[src/rtl/flash16_wb_master.sv]
// flash16_wb_master: Wishbone slave bridging 32-bit bus accesses onto a
// 16-bit parallel NOR flash. Each bus read becomes two half-word reads
// (upper half at the lower flash address). Each bus write becomes one or two
// half-word write strobes, selected by the byte selects.
module flash16_wb_master #(
  parameter int ADR_WIDTH = 24,
  parameter int RD_TIMING = 4,
  parameter int WR_TIMING = 6
) (
  input  logic                 sys_clk,
  input  logic                 sys_rst,
  input  logic [31:0]          wb_adr_i,
  input  logic [31:0]          wb_dat_i,
  output logic [31:0]          wb_dat_o,
  input  logic [3:0]           wb_sel_i,
  input  logic                 wb_stb_i,
  input  logic                 wb_cyc_i,
  input  logic                 wb_we_i,
  output logic                 wb_ack_o,
  output logic [ADR_WIDTH-1:0] flash_adr,
  input  logic [15:0]          flash_d_i,
  output logic [15:0]          flash_d_o,
  output logic                 flash_d_oe,
  output logic                 flash_oe_n,
  output logic                 flash_we_n,
  output logic                 flash_ce_n
);

  typedef enum logic [2:0] {
    IDLE     = 3'd0,
    RD       = 3'd1,
    WR_SETUP = 3'd2,
    WR_PULSE = 3'd3,
    WR_HOLD  = 3'd4,
    ACK      = 3'd5
  } state_t;

  // Terminal values of the per-half cycle counter.
  localparam logic [15:0] RD_LAST = 16'(RD_TIMING - 1);
  localparam logic [15:0] WR_LAST = 16'(WR_TIMING - 1);

  state_t               state;
  logic [15:0]          cnt;
  logic                 half;
  logic [ADR_WIDTH-3:0] adr_q;
  logic [15:0]          dat_lo;
  logic [1:0]           sel_lo;

  // Address bits outside the flash word range are intentionally ignored.
  logic unused_adr_bits;
  assign unused_adr_bits = ^{wb_adr_i[31:ADR_WIDTH], wb_adr_i[1:0]};

  // Flash byte address for a given word and half; bit 0 is always zero.
  function automatic logic [ADR_WIDTH-1:0] half_adr(
    input logic [ADR_WIDTH-3:0] word,
    input logic                 h
  );
    return {word, h, 1'b0};
  endfunction

  // Whether any byte lane of a half-word is selected.
  function automatic logic lanes_hit(input logic [1:0] sel);
    return (sel != 2'b00);
  endfunction

  // Main FSM: accepts a request, sequences the flash pins, and issues the ack.
  always_ff @(posedge sys_clk or posedge sys_rst) begin
    if (sys_rst) begin
      state      <= IDLE;
      cnt        <= 16'd0;
      half       <= 1'b0;
      adr_q      <= '0;
      dat_lo     <= 16'h0000;
      sel_lo     <= 2'b00;
      wb_ack_o   <= 1'b0;
      wb_dat_o   <= 32'h0000_0000;
      flash_adr  <= '0;
      flash_d_o  <= 16'h0000;
      flash_d_oe <= 1'b0;
      flash_oe_n <= 1'b1;
      flash_we_n <= 1'b1;
      flash_ce_n <= 1'b1;
    end else begin
      case (state)
        IDLE: begin
          wb_ack_o <= 1'b0;
          if (wb_cyc_i && wb_stb_i && !wb_ack_o) begin
            adr_q  <= wb_adr_i[ADR_WIDTH-1:2];
            dat_lo <= wb_dat_i[15:0];
            sel_lo <= wb_sel_i[1:0];
            cnt    <= 16'd0;
            half   <= 1'b0;
            if (!wb_we_i) begin
              state      <= RD;
              flash_adr  <= half_adr(wb_adr_i[ADR_WIDTH-1:2], 1'b0);
              flash_ce_n <= 1'b0;
              flash_oe_n <= 1'b0;
            end else if (lanes_hit(wb_sel_i[3:2])) begin
              state      <= WR_SETUP;
              flash_adr  <= half_adr(wb_adr_i[ADR_WIDTH-1:2], 1'b0);
              flash_d_o  <= wb_dat_i[31:16];
              flash_d_oe <= 1'b1;
              flash_ce_n <= 1'b0;
            end else if (lanes_hit(wb_sel_i[1:0])) begin
              // Upper half skipped: go straight to the lower half.
              state      <= WR_SETUP;
              half       <= 1'b1;
              flash_adr  <= half_adr(wb_adr_i[ADR_WIDTH-1:2], 1'b1);
              flash_d_o  <= wb_dat_i[15:0];
              flash_d_oe <= 1'b1;
              flash_ce_n <= 1'b0;
            end else begin
              // Nothing selected: acknowledge without touching the flash.
              state <= ACK;
            end
          end else begin
            state <= IDLE;
          end
        end

        RD: begin
          if (cnt == RD_LAST) begin
            cnt <= 16'd0;
            if (!half) begin
              wb_dat_o[31:16] <= flash_d_i;
              half            <= 1'b1;
              flash_adr       <= half_adr(adr_q, 1'b1);
            end else begin
              wb_dat_o[15:0] <= flash_d_i;
              state          <= ACK;
              flash_ce_n     <= 1'b1;
              flash_oe_n     <= 1'b1;
            end
          end else begin
            cnt <= cnt + 16'd1;
          end
        end

        WR_SETUP: begin
          state      <= WR_PULSE;
          cnt        <= 16'd0;
          flash_we_n <= 1'b0;
        end

        WR_PULSE: begin
          if (cnt == WR_LAST) begin
            state      <= WR_HOLD;
            flash_we_n <= 1'b1;
          end else begin
            cnt <= cnt + 16'd1;
          end
        end

        WR_HOLD: begin
          if (!half && lanes_hit(sel_lo)) begin
            state     <= WR_SETUP;
            half      <= 1'b1;
            flash_adr <= half_adr(adr_q, 1'b1);
            flash_d_o <= dat_lo;
          end else begin
            state      <= ACK;
            flash_ce_n <= 1'b1;
            flash_d_oe <= 1'b0;
          end
        end

        ACK: begin
          // Ack is suppressed if the master abandoned the cycle.
          wb_ack_o <= wb_cyc_i;
          state    <= IDLE;
        end

        default: begin
          state      <= IDLE;
          wb_ack_o   <= 1'b0;
          flash_ce_n <= 1'b1;
          flash_oe_n <= 1'b1;
          flash_we_n <= 1'b1;
          flash_d_oe <= 1'b0;
        end
      endcase
    end
  end

endmodule

[config.mk]
export PLATFORM = sky130hd
export DESIGN_NAME = flash16_wb_master
export DESIGN_NICKNAME = d
export VERILOG_FILES = /design/src/rtl/flash16_wb_master.sv
export SDC_FILE = /design/constraint.sdc
export NUM_CORES = 1
export LEC_CHECK = 0
export CORE_MARGIN = 3
export CORE_UTILIZATION = 25
export CTS_BUF_LIST = sky130_fd_sc_hd__clkbuf_16
export CTS_CLUSTER_DIAMETER = 200
export DETAILED_ROUTE_END_ITERATION = 10
export PLACE_DENSITY = 0.46
export SETUP_SLACK_MARGIN = 0.2
export SLEW_MARGIN = 20
export SYNTH_ARGS = -nofsm -noshare
export SYNTH_HDL_FRONTEND = slang
export SYNTH_SLANG_ARGS = --single-unit
export TNS_END_PERCENT = 10
[constraint.sdc]
create_clock -name sys_clk -period 5.61 [get_ports sys_clk]
set_input_delay 1.122 -clock sys_clk [delete_from_list [all_inputs] [get_ports sys_clk]]
set_output_delay 1.122 -clock sys_clk [all_outputs]
set_load 0.005 [all_outputs]
==> impl_metrics.toml, run 1 <==
[route]
drtAntennaViolNets = 0
via_per_inst = 4.607
vias = 4929
drt-initial-drc-count = 239
avgRoutedWirePerCell_um = 16.29
wirelength_um = 17430
drc = 0
drtPass1Iterations = 6

[sta]
fmax_mhz = 321.9
fin_crit_sh = 0.5537
rsz0062_at_grt = "false"
drv_slew = 0
setup_viol = 0
worst_pin_slew_ns = 1.054
skew_ns = 0.01390
fin_tns_setup_ns = 0
relSlewSlack = 0.2927
hold_viol_final = 0
period_needed_ns = 3.107

[die]
fp.dieH_um = 165.6
dieArea_um2 = 27440
core_um2 = 24680
ios = 166
rows = 57
initial_core_util = 0.2582
die_w_um = 165.6

[global_route]
grt_overflow_total = 0
grt_usage = 0.1268
grt_pass1_wl_um = 28640
grt_pass1_vias = 5170
antenna_found_initial = 0
grt_max_degree = 106

[cts]
hold_buffers = 0
clkSlewWorstSetupHoldPaths_ns = 0.06
ctsResizeCount = 0
cts_tree = "done"
cts_num_sinks = 136
cts_root_buf = "clkbuf_16"
htreeDepth = 4
cts_made_buffers = 17
cts.path.max_buffers = 2
postCtsSetupRepairBufs = 0
clk_latency_ns = 0.42

[worst_hold_path]
holdPathStages = 2
hold_path.class = "flop to flop"
whs_endpoint = "adr_q[1]"
hold_start = "adr_q[1]"

[cells_and_area]
mostFrequentLayoutCells = "nand2_1, clkdlybuf4s50_1, dfrtp_1"
area_growth_pct = 38.69
fin_nets = 824
regArea_um2 = 3407
drive_gt1_frac = 0.2024
fin_util = 0.3581
fillerInstances = 2503
diodes = 0
multi_input_area_um2 = 2806

[worst_setup_path]
worstReg2RegStart = "state[0]"
cp_cell_sequence = "clkdlybuf4s50_1 -> nor2_2 -> a21boi_0 -> a21oi_1 -> nor3_2 -> buf_4 -> mux2_2"
reg2reg_to = "flash_adr[5]"
end_kind = "flop"
crit_type = "input pin to flop"
arrival_ns = 3.40
reg2reg_depth = 5
max_stage_delay_ns = 0.69
cp_max_fo = 17
rrSetupSlack_ns = 2.63
crit_slowest_cell = "nor2_2"
cp.required_ns = 5.91
startpoint_type = "input pin"

[pwr]
powerDensity_nw_per_um2 = 522.0
switchingPower_uw = 1568
clockPowerShare = 0.243
p_leak_uw = 0.003800
pwr-share-seq = 0.367
swShare = 0.3400
p_int_uw = 3044
comb_power_share = 0.390
peakVddDrop_v = 0.0001984

[yosys]
synth-seq-cells = 136
avgSynthCellArea_um2 = 10.91
synth_top_flop_cell = "dfrtp_1"
async_flop_share = 1.000
syn_nets = 675
ys.warnings.count = 0
synth-seq-area-share = 0.5348
syn-cell-area_um2 = 6371
yosysUniqueCellTypes = 52
synth_edf_count = 0
postSynthCellCount = 584

[placement]
io_buffers = 154
dp_hpwl_um = 11630
gp_congestion = 0.8231

[flow_run]
cap_viol_max_count = 0

[outcome]
outcome = "finished, final reports clean"
worst max path at each step:
stage	start	to	cells after the start
2_1_floorplan	sys_rst	adr_q[0]	1
3_3_place_gp	wb_sel_i[3]	flash_d_o[0]	7
3_5_place_dp	wb_sel_i[3]	flash_d_o[13]	7
4_1_cts	wb_sel_i[3]	flash_d_o[13]	7
5_1_grt	wb_sel_i[3]	flash_d_o[14]	7
6_report	wb_sel_i[3]	flash_d_o[13]	7
routing by layer:
metal | wire length (um) | vias to the layer above | share of wire | global-route usage
met5 | 0 | - | 0 | 0
met4 | 83 | 0 | 0.0048 | 0.02604
met3 | 846 | 8 | 0.049 | 0.03337
met2 | 8217 | 144 | 0.47 | 0.2048
met1 | 8281 | 2446 | 0.48 | 0.1727
li1 | - | 2331 | - | -
synthesized netlist by cell type (3+ instances only):
| cell type | count | area, um^2 |
|---|---|---|
| dfstp_2 | 3 | 78.83 |
| dfrtp_1 | 133 | 3328 |
| o21ai_0 | 25 | 125.1 |
| buf_1 | 6 | 22.52 |
| nor3_1 | 5 | 25.02 |
| nand4_1 | 5 | 31.28 |
| buf_6 | 4 | 45.04 |
| inv_1 | 6 | 22.52 |
| a21oi_1 | 22 | 110.1 |
| mux2_4 | 19 | 285.3 |
| clkbuf_1 | 20 | 75.07 |
| nor2_1 | 17 | 63.81 |
| and3_1 | 4 | 25.02 |
| o41ai_1 | 3 | 26.28 |
| nor4_1 | 3 | 18.77 |
| nand3_1 | 9 | 45.04 |
| a31oi_1 | 13 | 81.33 |
| nand2_1 | 154 | 578.1 |
| mux2_2 | 73 | 822.0 |
| mux2i_1 | 21 | 210.2 |
| nand2b_1 | 3 | 18.77 |
power by group through the flow:
| stage | logic, uW | clock network, uW | registers [uW] |
|---|---|---|---|
| after CTS | 1830 | 1160 | 1700 |
| after global routing | 1980 | 1200 | 1750 |
| after floorplan | 1090 | 0 | 1610 |
| after global placement | 1790 | 0 | 1690 |
| final | 1800 | 1120 | 1690 |
| after detailed placement | 1830 | 0 | 1710 |
per-stage QoR:
step	hold WS, ns	area (um^2)	power (uW)	worst slack (ns)	cells
2_1_floorplan	0.4401	6371	2709	0.8535	584
3_3_place_gp	0.4556	8242	3482	2.028	1038
3_5_place_dp	0.4602	8242	3532	2.007	1038
4_1_cts	0.4767	8823	4693	2.448	1070
5_1_grt	0.4973	8836	4938	2.317	1070
6_report	0.4732	8836	4612	2.503	1070
sequential cells by signal, summed over array words and instances (netlist names):
name        count
half            1
sel_lo          2
wb_ack_o        1
flash_d_oe      1
wb_dat_o       32
dat_lo         16
flash_adr      23
adr_q          22
flash_we_n      1
flash_ce_n      1
state           3
flash_oe_n      1
cnt            16
flash_d_o      16
cell type report:
cell class                      count  area share
Sequential cell                   136      0.3856
Multi-Input combinational cell    409      0.3176
Timing Repair Buffer              162      0.1813
Clock buffer                       17     0.04815
Tap cell                          324     0.04588
Clock inverter                     15     0.01770
Inverter                            7    0.003823
critical path: cells and delay by family:
family                 cells  cell delay (ns)
and+or+nand+nor            2             0.74
buffers and inverters      2             0.67
AOI/OAI and AO/OA          2             0.56
muxes                      1             0.30
kinds of logic (layout without fill, tap and decap cells):
kind of cell    after synthesis  in the layout  share of synthesized area
compound gates               78             78                    0.07286
xor+xnor                      1              1                   0.001375
fa+ha+maj                     2              2                   0.003927
buf+inv                      39            201                    0.03083
flops                       136            136                     0.5348
mux                         114            114                     0.2086
other cells                   1              1                  0.0005886
simple gates                213            213                     0.1471
No activity file was read; power rests on OpenSTA's default activity.
==> run 2: changes to the inputs <==
--- a/config.mk
+++ b/config.mk
@@ -10,7 +10,7 @@
 export CTS_BUF_LIST = sky130_fd_sc_hd__clkbuf_16
 export CTS_CLUSTER_DIAMETER = 200
 export DETAILED_ROUTE_END_ITERATION = 10
-export PLACE_DENSITY = 0.46
+export PLACE_DENSITY = 0.47
 export SETUP_SLACK_MARGIN = 0.2
 export SLEW_MARGIN = 20
 export SYNTH_ARGS = -nofsm -noshare
==> constraint.sdc (replaced) <==
create_clock -name sys_clk -period 2.6 [get_ports sys_clk]
set_input_delay 0.52 -clock sys_clk [delete_from_list [all_inputs] [get_ports sys_clk]]
set_output_delay 0.52 -clock sys_clk [all_outputs]
set_load 0.005 [all_outputs]
==> run 2 against run 1 <==
Die area unchanged. Critical path type is now flop to flop. Largest power group unchanged. Clock power increased by 120%. Clock skew decreased by 0.0015 ns. Global-route usage about the same. Sequential power increased by 110%. Cell area increased by 5.3%. Via count increased by 2.9%. Worst hold slack improved by 0.00089 ns. Clock-buffer cell count unchanged.
==> impl_metrics.toml, run 2 (same netlist as run 1, synthesis figures left out) <==
[global_route]
grtUsageMet2 = 0.2007
grt_pass1_wl_um = 28640
grt_use_met3 = 0.03932
grt_overflow_total = 0
grt_usage = 0.1269
grt-busiest-layer = "met2"
use_met1 = 0.1717
grt_pass1_vias = 5287
grt_max_degree = 74
antenna_found_initial = 1

[die]
initial_core_util = 0.2582
dieArea_um2 = 27440
die_w_um = 165.6
ios = 166
fp.dieH_um = 165.6
rows = 57
core_um2 = 24680

[cts]
cts_tree = "done"
clkSlewWorstSetupHoldPaths_ns = 0.07
cts_root_buf = "clkbuf_16"
cts.path.max_buffers = 2
clk_latency_ns = 0.42
cts_made_buffers = 17
cts_num_sinks = 136
htreeDepth = 4
hold_buffers = 0

[route]
avgRoutedWirePerCell_um = 15.87
drtAntennaViolNets = 0
drtPass1Iterations = 4
via_per_inst = 4.579
vias = 5074
drc = 0
wirelength_um = 17580
drt-initial-drc-count = 282

[worst_hold_path]
hold_path.class = "flop to flop"

[placement]
pre_cts_slack_ns = 0.05721
io_buffers = 154
placed_cell_area_um2 = 8543
gp_congestion = 0.8205
dp_hpwl_um = 12060
place_inst = 1065

[sta]
rsz0062_at_grt = "true"
fin_crit_sh = 0.9210
relSlewSlack = 0.6006
skew_ns = 0.01244
setup_ws_ns = 0.2054
drv_slew = 0
fin_tns_setup_ns = 0
period_needed_ns = 2.395
hold_viol_final = 0
setup_viol = 0
worst_pin_slew_ns = 0.5936
fmax_mhz = 417.6

[worst_setup_path]
cp.required_ns = 2.90
arrival_ns = 2.69
startpoint_type = "flop"
rrSetupSlack_ns = 0.21
crit_type = "flop to flop"
cp_max_fo = 6
end_kind = "flop"

[flow_run]
cap_viol_max_count = 0

[outcome]
outcome = "finished, final reports clean"

[cells_and_area]
final_cells = 1108
largest_reg_flops = 32
fin_nets = 862
mostFrequentLayoutCells = "nand2_1, clkdlybuf4s50_1, dfrtp_1"
reg.largest.list = "wb_dat_o x32, flash_adr x23, adr_q x22"
stdcell_area_um2 = 9305
top_register = "wb_dat_o"
drive_gt1_frac = 0.2449
diodes = 0
area_growth_pct = 46.05

[pwr]
total_power_uw = 10620
p_leak_uw = 0.004062
powerDensity_nw_per_um2 = 1142
peakVddDrop_v = 0.0004557
run 2: changes by cell type in the layout (fill, tap and decap cells not counted), sizes merged:
cell and change:
clkbuf +1, inv -1, buf +37, bufinv +1
run 2: layout make-up:
cell class / instances / area (um^2)
well taps: 324 / 405.4
fillers: 2439 / 15370
clock inverters: 15 / 183.9
flip-flops and latches: 136 / 3407
multi-input cells: 409 / 2820
inverters: 7 / 30.03
clock buffers: 17 / 425.4
repair buffers: 200 / 2033
run 2: final timing paths:
check                                from            end  cells past startpoint
worst min-delay path            dat_lo[4]      dat_lo[4]                      2
worst max register to register    cnt[13]  flash_adr[11]                      7
worst min register to register  dat_lo[4]      dat_lo[4]                      2
worst max-delay path              cnt[13]  flash_adr[11]                      7
min in group asynchronous         sys_rst   flash_d_o[3]                      3
max in group asynchronous         sys_rst         cnt[7]                      3
run 2: what timing repair did:
| item | 4_1_cts | 5_1_grt |
|---|---|---|
| cloned | 0 | 1 |
| setup endpoints to repair | 38 | 71 |
| pin swaps | 3 | 1 |
| setup buffers | 9 | 1 |
| resized for setup | 9 | 2 |
run 2: per-stage QoR:
stage          hold WS, ns    util
6_report            0.4741  0.3771
5_1_grt             0.4963  0.3771
4_1_cts             0.4782  0.3755
3_5_place_dp        0.4585  0.3462
3_3_place_gp        0.4537  0.3462
2_1_floorplan       0.4401       -
run 2: where the power goes:
group / leakage, uW / switching [uW] / total [uW] / internal (uW)
registers: 0.00168 / 521 / 3520 / 2990
logic: 0.00209 / 1920 / 4600 / 2680
clock network: 0.000292 / 1050 / 2510 / 1460
run 2: routing by layer:
metal	part of all wire	vias up
met5	0.0011	-
met2	0.46	136
met4	0.0081	2
li1	-	2416
met3	0.054	14
met1	0.47	2506
run 2: critical path: stages, from the launching register on:
cell and delay [ns]:
dfrtp_1 0.38, or4_4 0.57, nor4_4 0.39, nor2_4 0.07, nor3_4 0.23, buf_6 0.17
clkbuf_16 0.14, mux2_2 0.32
